**src/rtl/pipe_control_unit.sv**
```systemverilog
// pipe_control_unit: decodes the ID opcode into a 10-bit control word and
// carries it through the ID/EX, EX/MEM and MEM/WB control registers, with
// freeze, branch-flush and load-use bubble handling plus saturating counters.
// Optional feature macro: PIPE_CTRL_LOADUSE_EN enables load-use detection
// and the stall counter; without it hazard_stall and stall_cnt are tied 0.
module pipe_control_unit #(
  parameter int REG_AW = 5,
  parameter int CNT_W  = 16
) (
  input  logic              clk,
  input  logic              rst_n,
  input  logic [5:0]        opcode_id,
  input  logic [REG_AW-1:0] rs_id,
  input  logic [REG_AW-1:0] rt_id,
  input  logic              stall_ext,
  input  logic              flush,
  output logic [9:0]        ctrl_ex,
  output logic [9:0]        ctrl_mem,
  output logic [9:0]        ctrl_wb,
  output logic              hazard_stall,
  output logic              illegal_id,
  output logic [CNT_W-1:0]  stall_cnt,
  output logic [CNT_W-1:0]  flush_cnt
);

  localparam logic [5:0] OP_RTYPE = 6'b000000;
  localparam logic [5:0] OP_LW    = 6'b100011;
  localparam logic [5:0] OP_SW    = 6'b101011;
  localparam logic [5:0] OP_BEQ   = 6'b000100;
  localparam logic [5:0] OP_NOT   = 6'b111111;
  localparam logic [5:0] OP_BR2   = 6'b111110;
  localparam logic [5:0] OP_JUMP  = 6'b000010;

  // Bit order: Saltoincond, RegDest, FuenteALU, MemaReg, EscrReg,
  // LeerMem, EscrMem, SaltoCond, ALUOp[1:0]
  logic [9:0] ctrl_dec;
  logic       load_use;

  // Opcode decode; unknown opcodes become a bubble and are flagged
  always_comb begin
    ctrl_dec   = 10'b0000000000;
    illegal_id = 1'b0;
    case (opcode_id)
      OP_RTYPE: ctrl_dec = 10'b0100100010;
      OP_LW:    ctrl_dec = 10'b0011110000;
      OP_SW:    ctrl_dec = 10'b0010001000;
      OP_BEQ:   ctrl_dec = 10'b0000000101;
      OP_NOT:   ctrl_dec = 10'b0010100000;
      OP_BR2:   ctrl_dec = 10'b0000000101;
      OP_JUMP:  ctrl_dec = 10'b1000000000;
      default:  illegal_id = 1'b1;
    endcase
  end

`ifdef PIPE_CTRL_LOADUSE_EN
  logic [REG_AW-1:0] rt_ex;

  // A load in EX writing a register the ID instruction reads; jumps read no
  // registers, and register 0 never creates a dependency
  assign load_use = ctrl_ex[4] & ctrl_ex[5] & (rt_ex != '0)
                  & ((rt_ex == rs_id) | (rt_ex == rt_id))
                  & (opcode_id != OP_JUMP);

  // Destination of the EX instruction, cleared whenever a bubble enters EX
  always_ff @(posedge clk or negedge rst_n) begin
    if (!rst_n) begin
      rt_ex <= '0;
    end else if (!stall_ext) begin
      if (flush || load_use) rt_ex <= '0;
      else                   rt_ex <= rt_id;
    end
  end

  // Saturating count of inserted load-use bubbles (flush takes precedence)
  always_ff @(posedge clk or negedge rst_n) begin
    if (!rst_n) begin
      stall_cnt <= '0;
    end else if (!stall_ext && !flush && load_use && (stall_cnt != '1)) begin
      stall_cnt <= stall_cnt + CNT_W'(1);
    end
  end
`else
  // rs/rt only matter for hazard detection, which is compiled out here
  logic unused_id_fields;
  assign unused_id_fields = ^{rs_id, rt_id};
  assign load_use  = 1'b0;
  assign stall_cnt = '0;
`endif

  assign hazard_stall = load_use & ~flush & ~stall_ext;

  // Control pipeline: freeze holds, flush kills EX and MEM, load-use bubbles EX
  always_ff @(posedge clk or negedge rst_n) begin
    if (!rst_n) begin
      ctrl_ex  <= '0;
      ctrl_mem <= '0;
      ctrl_wb  <= '0;
    end else if (!stall_ext) begin
      if (flush) begin
        ctrl_ex  <= '0;
        ctrl_mem <= '0;
        ctrl_wb  <= ctrl_mem;
      end else if (load_use) begin
        ctrl_ex  <= '0;
        ctrl_mem <= ctrl_ex;
        ctrl_wb  <= ctrl_mem;
      end else begin
        ctrl_ex  <= ctrl_dec;
        ctrl_mem <= ctrl_ex;
        ctrl_wb  <= ctrl_mem;
      end
    end
  end

  // Saturating count of accepted flushes; a frozen flush is counted once
  always_ff @(posedge clk or negedge rst_n) begin
    if (!rst_n) begin
      flush_cnt <= '0;
    end else if (!stall_ext && flush && (flush_cnt != '1)) begin
      flush_cnt <= flush_cnt + CNT_W'(1);
    end
  end

endmodule

```
**config.mk**
```make
export PLATFORM = sky130hd
export DESIGN_NAME = pipe_control_unit
export DESIGN_NICKNAME = d
export VERILOG_FILES = /design/src/rtl/pipe_control_unit.sv
export SDC_FILE = /design/constraint.sdc
export NUM_CORES = 1
export LEC_CHECK = 0
export CAP_MARGIN = 25
export CORE_MARGIN = 3
export CORE_UTILIZATION = 42
export CTS_CLUSTER_DIAMETER = 150
export DETAILED_ROUTE_END_ITERATION = 6
export PLACE_DENSITY = 0.85
export SETUP_SLACK_MARGIN = 0.05
export SLEW_MARGIN = 20
export SYNTH_ARGS = -nofsm -noshare
export SYNTH_HDL_FRONTEND = slang
export SYNTH_SLANG_ARGS = --single-unit
```
**constraint.sdc**
```tcl
create_clock -name clk -period 1.94 [get_ports clk]
set_input_delay 0.194 -clock clk [delete_from_list [all_inputs] [get_ports clk]]
set_output_delay 0.194 -clock clk [all_outputs]
set_load 0.01 [all_outputs]
```
Yosys cells after proc, flatten, opt, wreduce, memory -nomap -nowiden
Cells that the tools add are included.
{ "word_totals": {"reg_bits": 46, "word_cells": 22} }
{ "classes": {"addsub": 1, "eq_ne": 7, "muxes": 4, "n_reduce_logical": 6} }
{ "op_table": {"columns": ["cell", "count"], "rows": [
  ["$pmux 10 s6", 1],
  ["$eq 6x6->1 const B", 4],
  ["$mux 10", 2],
  ["$add 16x1->16 const B", 1],
  ["$ne 16x16->1 const B", 1],
  ["$reduce_or 7->1", 1],
  ["$eq 6x2->1 const B", 1],
  ["$eq 6x3->1 const B", 1],
  ["$logic_not 6->1", 1],
  ["$logic_and 1x1->1", 2],
  ["$reduce_or 2->1", 1],
  ["$logic_not 1->1", 1],
  ["$mux 1", 1]
]} }

Depth between registers and ports, before layout
Gate-level depths: netlist of the first run.
{ "depth": {"ltp_word": 4, "depth_mapped": 5} }

Least setup slack after synthesis of the first run
OpenSTA, ideal clock, no wires.
{ "synth_path": {"kind": "register to register", "start": "register flush_cnt[0]", "end": "register flush_cnt[1]", "setup_time_ps": 125, "t_arrival_ps": 1541, "required_ps": 1815, "slack_ps": 273, "path_stages_with_launch": 6, "path_buffers": 0, "synth_period_minus_slack_ps": 1667, "cell_sequence": "dfrtp_1 -> ha_1 -> and3_1 -> and4_1 -> nor2_1 -> mux2_4"} }
{ "synth_via": {"elab_chain_len": 2} }
{ "synth_lines": {"columns": ["item", "line_no", "text"], "rows": [
  ["start, declared", "23", "output logic [CNT_W-1:0] flush_cnt"],
  ["start signal, assigned", "120", "flush_cnt <= flush_cnt + CNT_W'(1);"],
  ["parallel branches: the longest is 2 deep, another holds $add 16x1->16", null, null]
]} }
Several ways; the timed one is not identified.
A chain may end at the register's enable or synchronous reset.

Worst setup path after layout of the first run
Same ends and word-level chain as after synthesis.

==> results of run 1 <==
==> synth_stat cells (2+ instances only) <==
master and n:
sky130_fd_sc_hd__a21oi_1 2, sky130_fd_sc_hd__a22o_1 2, sky130_fd_sc_hd__and3_1 3, sky130_fd_sc_hd__and4_1 3, sky130_fd_sc_hd__and4_4 2, sky130_fd_sc_hd__buf_4 27
sky130_fd_sc_hd__clkbuf_1 2, sky130_fd_sc_hd__dfrtp_1 37, sky130_fd_sc_hd__mux2_2 7, sky130_fd_sc_hd__nand2_1 19, sky130_fd_sc_hd__nand2b_1 6, sky130_fd_sc_hd__nand3_1 7
sky130_fd_sc_hd__nand4_1 5, sky130_fd_sc_hd__nor2_1 4, sky130_fd_sc_hd__nor3_1 6, sky130_fd_sc_hd__nor4_2 3, sky130_fd_sc_hd__o21ai_0 10, sky130_fd_sc_hd__xnor2_1 7
sky130_fd_sc_hd__xor2_1 8
==> what timing repair did <==
item,4_1_cts,5_1_grt
gates resized for setup,1,0
endpoints found under the setup margin,1,0
hold buffers,0,0
==> report_power, final <==
group / switching [W] / internal, W / leakage, nW
Combinational: 0.000172 / 0.000212 / 0.584
Sequential: 0.0000903 / 0.000836 / 0.506
Clock: 0.000264 / 0.000248 / 0.0439
==> area by class of cell <==
class | count | share of cell area, %
clock buffers | 5 | 2.716
clock inverters | 3 | 0.6914
inverters | 1 | 0.1481
multi-input cells | 127 | 33.09
flip-flops and latches | 37 | 36.54
well taps | 52 | 2.568
repair buffers | 64 | 24.25
==> state kept, by name, summed over array words and instances (netlist names) <==
name / count
flush_cnt: 16
ctrl_ex: 7
ctrl_mem: 7
ctrl_wb: 7
==> routing by layer <==
metal / vias up / global-route usage (%)
met5: - / 0
met4: 0 / 4.628
met3: 3 / 3.557
met2: 50 / 24.61
met1: 697 / 20.38
li1: 706 / -
==> worst min-delay path by stage <==
stage	slack, ns	cells past startpoint	start	to
after floorplan	-0.10	0	rst_n	ctrl_ex[2]
after global placement	0.32	1	rst_n	flush_cnt[9]
after detailed placement	0.32	1	rst_n	flush_cnt[10]
after CTS	0.02	1	rst_n	flush_cnt[10]
after global routing	0.06	1	rst_n	flush_cnt[10]
final	-0.008	1	rst_n	flush_cnt[10]
==> metrics by stage <==
| stage | cells | hold slack (ns) |
|---|---|---|
| finish | 289 | -0.007734 |
| global route | 289 | 0.05898 |
| CTS | 289 | 0.02256 |
| detailed placement | 281 | 0.3244 |
| global placement | 281 | 0.3204 |
| floorplan | 196 | -0.1016 |
==> logic make-up (layout without fill, tap and decap cells) <==
group / after synthesis / count (layout) / share of synthesized area [%]
DFF: 37 / 37 / 47.87
AOI/OAI and AO/OA: 20 / 20 / 6.792
adders and majority gates: 1 / 1 / 0.6467
and+or+nand+nor: 66 / 66 / 20.96
other: 1 / 17 / 0.1939
xor gates and xnor gates: 15 / 15 / 6.792
buffers and inverters: 32 / 73 / 11.90
muxes: 8 / 8 / 4.851
==> impl_metrics.prom, run 1 <==
# TYPE chip_impl_metric gauge
chip_impl_info{name="run_status",value="finished, violations left"} 1
chip_impl_info{name="violations",value="hold timing"} 1
chip_impl_metric{name="synth.yosys.warnings",unit=""} 0
chip_impl_metric{name="timing.critical_path.required",unit="ns"} 2.10
chip_impl_info{name="dominant_cells_by_area_after_synthesis",value="sky130_fd_sc_hd__dfrtp_1, sky130_fd_sc_hd__buf_4, sky130_fd_sc_hd__mux2_2"} 1
chip_impl_metric{name="routed_wl",unit="mm"} 3.919
chip_impl_metric{name="total_negative_setup_slack",unit="ns"} 0
chip_impl_metric{name="cts.htree.levels",unit=""} 2
chip_impl_metric{name="area.growth.synth_to_final",unit="%"} 30.98
chip_impl_metric{name="synthCells",unit=""} 180
chip_impl_metric{name="met2_wirelength",unit="mm"} 1.973
chip_impl_metric{name="crit_path_max_incr_delay",unit="ns"} 0.43
chip_impl_metric{name="detail_route.wl_per_cell",unit="µm"} 13.56
chip_impl_info{name="worst_min_delay_path_category",value="input port to async pin"} 1
chip_impl_info{name="cpMaxStageDelayCell",value="sky130_fd_sc_hd__dfrtp_1"} 1
chip_impl_info{name="timing.critical_path.from",value="flush_cnt[0]"} 1
chip_impl_metric{name="worst_clock_skew",unit="ns"} 0.007963
chip_impl_metric{name="synth.top_cell.area_share",unit="%"} 47.87
chip_impl_metric{name="postCtsSetupRepairBufs",unit=""} 0
chip_impl_metric{name="synth_sequential_area_ratio",unit="%"} 47.87
chip_impl_info{name="grt_setup_unrepaired",value="no"} 1
chip_impl_metric{name="tightestPinTransition",unit="ns"} 0.7937
chip_impl_metric{name="final.period_utilization",unit="%"} 89.55
chip_impl_metric{name="routed-via-count",unit=""} 1456
chip_impl_metric{name="p_per_area",unit="nW/µm²"} 719.4
chip_impl_info{name="critPathLaunchType",value="register"} 1
chip_impl_metric{name="final.fill_count",unit=""} 388
chip_impl_metric{name="grt_antenna_before_repair",unit=""} 0
chip_impl_info{name="critPathKind",value="register to register"} 1
chip_impl_metric{name="leakagePower",unit="nW"} 1.134
chip_impl_metric{name="initial_core_utilization",unit="%"} 43.82
chip_impl_metric{name="tritoncts_num_sinks",unit=""} 37
chip_impl_metric{name="grt_pass1_wl",unit="mm"} 6.589
chip_impl_metric{name="antenna-diode-count",unit=""} 0
chip_impl_metric{name="hpwl",unit="mm"} 2.959
chip_impl_metric{name="multi_input_comb_area",unit="µm²"} 838.3
chip_impl_metric{name="dieArea",unit="µm²"} 5456
chip_impl_metric{name="hold_violations",unit=""} 11
chip_impl_metric{name="critPathMaxFanout",unit=""} 4
chip_impl_info{name="root_buffer",value="sky130_fd_sc_hd__clkbuf_8"} 1
chip_impl_metric{name="design.core.area",unit="µm²"} 4414
chip_impl_metric{name="clk_path_buf_depth",unit=""} 2
chip_impl_metric{name="finalCoreUtilization",unit="%"} 57.40
chip_impl_metric{name="std_cell_rows",unit=""} 24
chip_impl_metric{name="fin_ws",unit="ns"} 0.2028
chip_impl_metric{name="synth_cell_type_count",unit=""} 39
chip_impl_metric{name="hold_ws",unit="ns"} -0.007734
chip_impl_metric{name="ios",unit=""} 84
chip_impl_metric{name="relSlewSlack",unit="%"} 47.08
chip_impl_metric{name="max_cap_violations",unit=""} 0
chip_impl_metric{name="vdd_drop_max",unit="mV"} 0.4178
chip_impl_metric{name="detail_route.drc_violations",unit=""} 0
chip_impl_metric{name="setup_viol",unit=""} 0
chip_impl_metric{name="postRouteAntennaNets",unit=""} 0
chip_impl_metric{name="routedLengthMet1",unit="mm"} 1.686
chip_impl_metric{name="final_layout_size_suffix_gt1_share",unit="%"} 15.19
chip_impl_metric{name="die_width",unit="µm"} 73.87
chip_impl_metric{name="cp_arrival",unit="ns"} 1.90
chip_impl_metric{name="pre_cts_slack",unit="ns"} -0.01723
chip_impl_metric{name="routed-wl-met3",unit="µm"} 244
chip_impl_metric{name="synth-seq-cells",unit=""} 37
chip_impl_metric{name="viasPerCell",unit=""} 5.038
chip_impl_info{name="reg_to_reg_endpoint",value="flush_cnt[1]"} 1
chip_impl_metric{name="clkSlewWorstSetupHoldPaths",unit="ns"} 0.07
chip_impl_metric{name="netlist_area",unit="µm²"} 1934
chip_impl_info{name="maxUsedRoutingLayer",value="met4"} 1
chip_impl_info{name="r2r-start",value="flush_cnt[0]"} 1
chip_impl_metric{name="final_max_slew_viol_count",unit=""} 0
chip_impl_metric{name="firstDrtPassIters",unit=""} 4
chip_impl_metric{name="grt_start_max_net_pins",unit=""} 38
chip_impl_info{name="layout.cells.most_common",value="sky130_fd_sc_hd__clkdlybuf4s50_1"} 1
chip_impl_metric{name="critical_path_cell_count",unit=""} 5
chip_impl_info{name="netlist.top_cell.by_area",value="sky130_fd_sc_hd__dfrtp_1"} 1
chip_impl_metric{name="place.port_buffers",unit=""} 56
chip_impl_metric{name="fin_area",unit="µm²"} 2534
chip_impl_info{name="dominantRegCellSynth",value="sky130_fd_sc_hd__dfrtp_1"} 1
chip_impl_info{name="crit_path_cell_trace",value="ha_1 -> and3_1 -> and4_1 -> nor2_1 -> mux2_4"} 1
chip_impl_metric{name="rrSetupSlack",unit="ns"} 0.20
chip_impl_metric{name="critical_path_buf_inv_count",unit=""} 0
chip_impl_metric{name="die_y",unit="µm"} 73.87
chip_impl_metric{name="p_total",unit="W"} 0.001823
chip_impl_metric{name="clock_insertion_delay_worst_skew",unit="ns"} 0.28
chip_impl_metric{name="grt_pass1_vias",unit=""} 1415
chip_impl_metric{name="finalCriticalPeriod",unit="ns"} 1.737
chip_impl_info{name="path_delay_family",value="simple AND/OR/NAND/NOR gates"} 1
chip_impl_metric{name="cts-buffers-inserted",unit=""} 5
chip_impl_metric{name="rr_worst_depth",unit=""} 5
chip_impl_metric{name="finalWeightedCongestion",unit=""} 0.8639
chip_impl_metric{name="post_dp_cell_area",unit="µm²"} 2449
chip_impl_metric{name="synth_edf_count",unit=""} 0
chip_impl_info{name="tritoncts",value="yes"} 1
chip_impl_metric{name="iteration_0_drc_markers",unit=""} 87
chip_impl_metric{name="max_freq",unit="GHz"} 0.5756
chip_impl_info{name="most-common-layout-cells",value="sky130_fd_sc_hd__clkdlybuf4s50_1, sky130_fd_sc_hd__dfrtp_1, sky130_fd_sc_hd__nand2_1, sky130_fd_sc_hd__conb_1, sky130_fd_sc_hd__o21ai_0"} 1
chip_impl_metric{name="track_usage",unit="%"} 15.29
chip_impl_metric{name="ys_async_sr_fraction",unit="%"} 100.0
chip_impl_metric{name="syn_area_per_cell",unit="µm²"} 10.75
chip_impl_metric{name="grt.overflow.total",unit=""} 0
chip_impl_info{name="kind_of_end_point_of_the_critical_path",value="register"} 1
chip_impl_info{name="endpoint",value="flush_cnt[1]"} 1
chip_impl_metric{name="ff_latch_area",unit="µm²"} 925.9
chip_impl_metric{name="num-nets-final",unit=""} 257
(Power assumes the default switching activity.)
==> run 2, diff against run 1 <==
--- a/config.mk
+++ b/config.mk
@@ -9,7 +9,10 @@
 export CORE_MARGIN = 3
 export CORE_UTILIZATION = 42
 export CTS_CLUSTER_DIAMETER = 150
+export CTS_CLUSTER_SIZE = 24
 export DETAILED_ROUTE_END_ITERATION = 6
+export GPL_TIMING_DRIVEN = 0
+export HOLD_SLACK_MARGIN = 0.08
 export PLACE_DENSITY = 0.85
 export SETUP_SLACK_MARGIN = 0.05
 export SLEW_MARGIN = 20
==> impl_metrics.prom, run 2 (synthesized netlist as in run 1, its figures left out) <==
# TYPE chip_impl_metric gauge
chip_impl_metric{name="cp_arrival",unit="ns"} 1.55
chip_impl_metric{name="hpwl",unit="mm"} 3.212
chip_impl_metric{name="final_layout_size_suffix_gt1_share",unit="%"} 21.46
chip_impl_metric{name="clock_network_fraction_of_total_power",unit="%"} 28.6
chip_impl_metric{name="iteration_0_drc_markers",unit=""} 78
chip_impl_metric{name="int_power",unit="W"} 0.001352
chip_impl_metric{name="grt.overflow.total",unit=""} 0
chip_impl_metric{name="num-nets-final",unit=""} 282
chip_impl_metric{name="die_y",unit="µm"} 73.87
chip_impl_metric{name="grt_start_max_net_pins",unit=""} 26
chip_impl_info{name="kind_of_end_point_of_the_critical_path",value="output port"} 1
chip_impl_info{name="worst_min_delay_path_category",value="input port to async pin"} 1
chip_impl_metric{name="track_usage",unit="%"} 16.66
chip_impl_metric{name="total_switching_power",unit="W"} 0.0005258
chip_impl_info{name="grt_setup_unrepaired",value="no"} 1
chip_impl_metric{name="final.period_utilization",unit="%"} 89.65
chip_impl_metric{name="max_freq",unit="GHz"} 0.5750
chip_impl_metric{name="postCtsSetupRepairBufs",unit=""} 0
chip_impl_metric{name="timing.critical_path.required",unit="ns"} 1.75
chip_impl_metric{name="grt_pass1_vias",unit=""} 1422
chip_impl_metric{name="design.core.area",unit="µm²"} 4414
chip_impl_info{name="critPathKind",value="input port to output port"} 1
chip_impl_metric{name="grt_antenna_before_repair",unit=""} 0
chip_impl_metric{name="setup_viol",unit=""} 0
chip_impl_metric{name="die_width",unit="µm"} 73.87
chip_impl_metric{name="pwr-share-seq",unit="%"} 49.3
chip_impl_metric{name="swShare",unit="%"} 28.00
chip_impl_metric{name="max_cap_violations",unit=""} 0
chip_impl_info{name="most-common-layout-cells",value="sky130_fd_sc_hd__clkdlybuf4s50_1, sky130_fd_sc_hd__dfrtp_1, sky130_fd_sc_hd__buf_4, sky130_fd_sc_hd__nand2_1, sky130_fd_sc_hd__conb_1"} 1
chip_impl_info{name="tritoncts",value="yes"} 1
chip_impl_metric{name="finalCoreUtilization",unit="%"} 61.96
chip_impl_metric{name="dieArea",unit="µm²"} 5456
chip_impl_metric{name="std_cell_rows",unit=""} 24
chip_impl_metric{name="finalCriticalPeriod",unit="ns"} 1.739
chip_impl_metric{name="area.growth.synth_to_final",unit="%"} 41.40
chip_impl_metric{name="clkSlewWorstSetupHoldPaths",unit="ns"} 0.07
chip_impl_metric{name="non_filler_instances",unit=""} 313
chip_impl_metric{name="hold_violations",unit=""} 0
chip_impl_metric{name="tritoncts_num_sinks",unit=""} 37
chip_impl_info{name="root_buffer",value="sky130_fd_sc_hd__clkbuf_8"} 1
chip_impl_info{name="regMostFlops",value="flush_cnt"} 1
chip_impl_metric{name="firstDrtPassIters",unit=""} 4
chip_impl_metric{name="initial_core_utilization",unit="%"} 43.82
chip_impl_metric{name="place.port_buffers",unit=""} 56
chip_impl_metric{name="p_per_area",unit="nW/µm²"} 686.5
chip_impl_metric{name="grt_pass1_wl",unit="mm"} 6.872
chip_impl_metric{name="p_total",unit="W"} 0.001878
chip_impl_metric{name="critPathMaxFanout",unit=""} 6
chip_impl_metric{name="ios",unit=""} 84
chip_impl_metric{name="detail_route.wl_per_cell",unit="µm"} 13.56
chip_impl_metric{name="final_max_slew_viol_count",unit=""} 0
chip_impl_info{name="layout.cells.most_common",value="sky130_fd_sc_hd__clkdlybuf4s50_1"} 1
chip_impl_metric{name="viasPerCell",unit=""} 5.003
chip_impl_metric{name="routed-via-count",unit=""} 1566
chip_impl_info{name="cpMaxStageDelayCell",value="sky130_fd_sc_hd__clkdlybuf4s50_1"} 1
chip_impl_metric{name="worst_clock_skew",unit="ns"} 0.003831
chip_impl_metric{name="antenna-diode-count",unit=""} 0
chip_impl_metric{name="largest_register_ffs",unit=""} 16
chip_impl_metric{name="crit_path_max_incr_delay",unit="ns"} 0.51
chip_impl_metric{name="clock_insertion_delay_worst_skew",unit="ns"} 0.29
chip_impl_metric{name="dpl.cell_count",unit=""} 305
chip_impl_metric{name="postRouteAntennaNets",unit=""} 0
chip_impl_info{name="run_status",value="completed"} 1
chip_impl_metric{name="cts-buffers-inserted",unit=""} 5
chip_impl_metric{name="finalWeightedCongestion",unit=""} 0.8494
chip_impl_metric{name="cts.htree.levels",unit=""} 2
chip_impl_metric{name="clk_path_buf_depth",unit=""} 2
chip_impl_metric{name="detail_route.drc_violations",unit=""} 0
chip_impl_metric{name="power.share.combinational",unit="%"} 22.1
chip_impl_info{name="crit_path_cell_trace",value="clkdlybuf4s50_1 -> and3_1 -> a21o_1 -> a32oi_1 -> dlygate4sd2_1"} 1
chip_impl_info{name="critPathLaunchType",value="input port"} 1
chip_impl_metric{name="vdd_drop_max",unit="mV"} 0.4461
chip_impl_metric{name="leakagePower",unit="nW"} 1.274
chip_impl_metric{name="routed_wl",unit="mm"} 4.243
run 2: cell count changes in the layout (fill, tap and decap cells not counted), sizes merged:
cell           before  now
buf                 9   31
clkinv              2    0
dlygate4sd2         1    3
clkbuf              5    9
dlygate4sd3         0    1
clkdlybuf4s50      54   52
clkinvlp            1    0
run 2: area by class of cell:
| cell class | instances | area (µm²) |
|---|---|---|
| flip-flops and latches | 37 | 925.9 |
| well taps | 52 | 65.06 |
| repair buffers | 58 | 589.3 |
| plain buffers | 31 | 226.5 |
| fillers | 386 | 1679 |
| clock buffers | 7 | 86.33 |
| multi-input cells | 127 | 838.3 |
| inverters | 1 | 3.754 |
run 2: critical path: cells and delay by family:
family | cells | cell delay (ns)
simple gates | 1 | 0.22
buf+inv | 2 | 0.80
compound gates | 2 | 0.33
run 2: what timing repair did:
action	4_1_cts	5_1_grt
setup endpoints to repair	1	0
endpoints found under the hold margin	12	0
gates resized for setup	3	0
hold buffers	1	0
run 2: layer usage:
metal	GRT usage, %	share of wire (%)	vias up
met4	6.640	2.0	0
met1	21.49	43	747
met3	5.472	7.5	8
li1	-	-	749
met2	25.69	48	62
met5	0	0	-
run 2: path summary, 6_finish.rpt:
| check | startpoint | slack, ns | depth (start not counted) | end |
|---|---|---|---|---|
| hold / removal | rst_n | 0.35 | 2 | ctrl_wb[9] |
| hold reg to reg | ctrl_wb[7] | 0.50 | 1 | ctrl_wb[7] |
| setup / recovery | opcode_id[2] | 0.20 | 5 | illegal_id |
| min in group clk | opcode_id[4] | 0.43 | 2 | ctrl_ex[6] |
| setup reg to reg | flush_cnt[0] | 0.21 | 5 | flush_cnt[1] |
| max in group asynchronous | rst_n | 1.16 | 3 | ctrl_wb[5] |
run 2: through the flow:
| step | setup TNS, ns | cell area [µm²] | worst slack, ns | hold slack (ns) |
|---|---|---|---|---|
| floorplan | 0 | 1994 | 0.2735 | -0.1016 |
| global placement | -4.074 | 2620 | -0.1090 | 0.4837 |
| detailed placement | -0.1268 | 2643 | -0.1268 | 0.1276 |
| CTS | 0 | 2735 | 0.2124 | 0.3508 |
| global route | 0 | 2735 | 0.1263 | 0.3668 |
| finish | 0 | 2735 | 0.2008 | 0.3462 |
run 2: power groups by stage:
| stage | logic (W) | clock network (W) | registers (W) |
|---|---|---|---|
| after floorplan | 0.000176 | 0 | 0.000952 |
| after global placement | 0.000401 | 0 | 0.000935 |
| after detailed placement | 0.000415 | 0 | 0.000937 |
| after CTS | 0.000417 | 0.000548 | 0.000924 |
| after global routing | 0.000461 | 0.000589 | 0.000936 |
| final | 0.000414 | 0.000538 | 0.000926 |
==> run 3, diff against run 2 <==
--- a/config.mk
+++ b/config.mk
@@ -5,12 +5,12 @@
 export SDC_FILE = /design/constraint.sdc
 export NUM_CORES = 1
 export LEC_CHECK = 0
-export CAP_MARGIN = 25
 export CORE_MARGIN = 3
 export CORE_UTILIZATION = 42
 export CTS_CLUSTER_DIAMETER = 150
 export CTS_CLUSTER_SIZE = 24
 export DETAILED_ROUTE_END_ITERATION = 6
+export GPL_ROUTABILITY_DRIVEN = 0
 export GPL_TIMING_DRIVEN = 0
 export HOLD_SLACK_MARGIN = 0.08
 export PLACE_DENSITY = 0.85
==> results of run 3 <==
Final layout, timing and power as in run 2 (identical DEF).
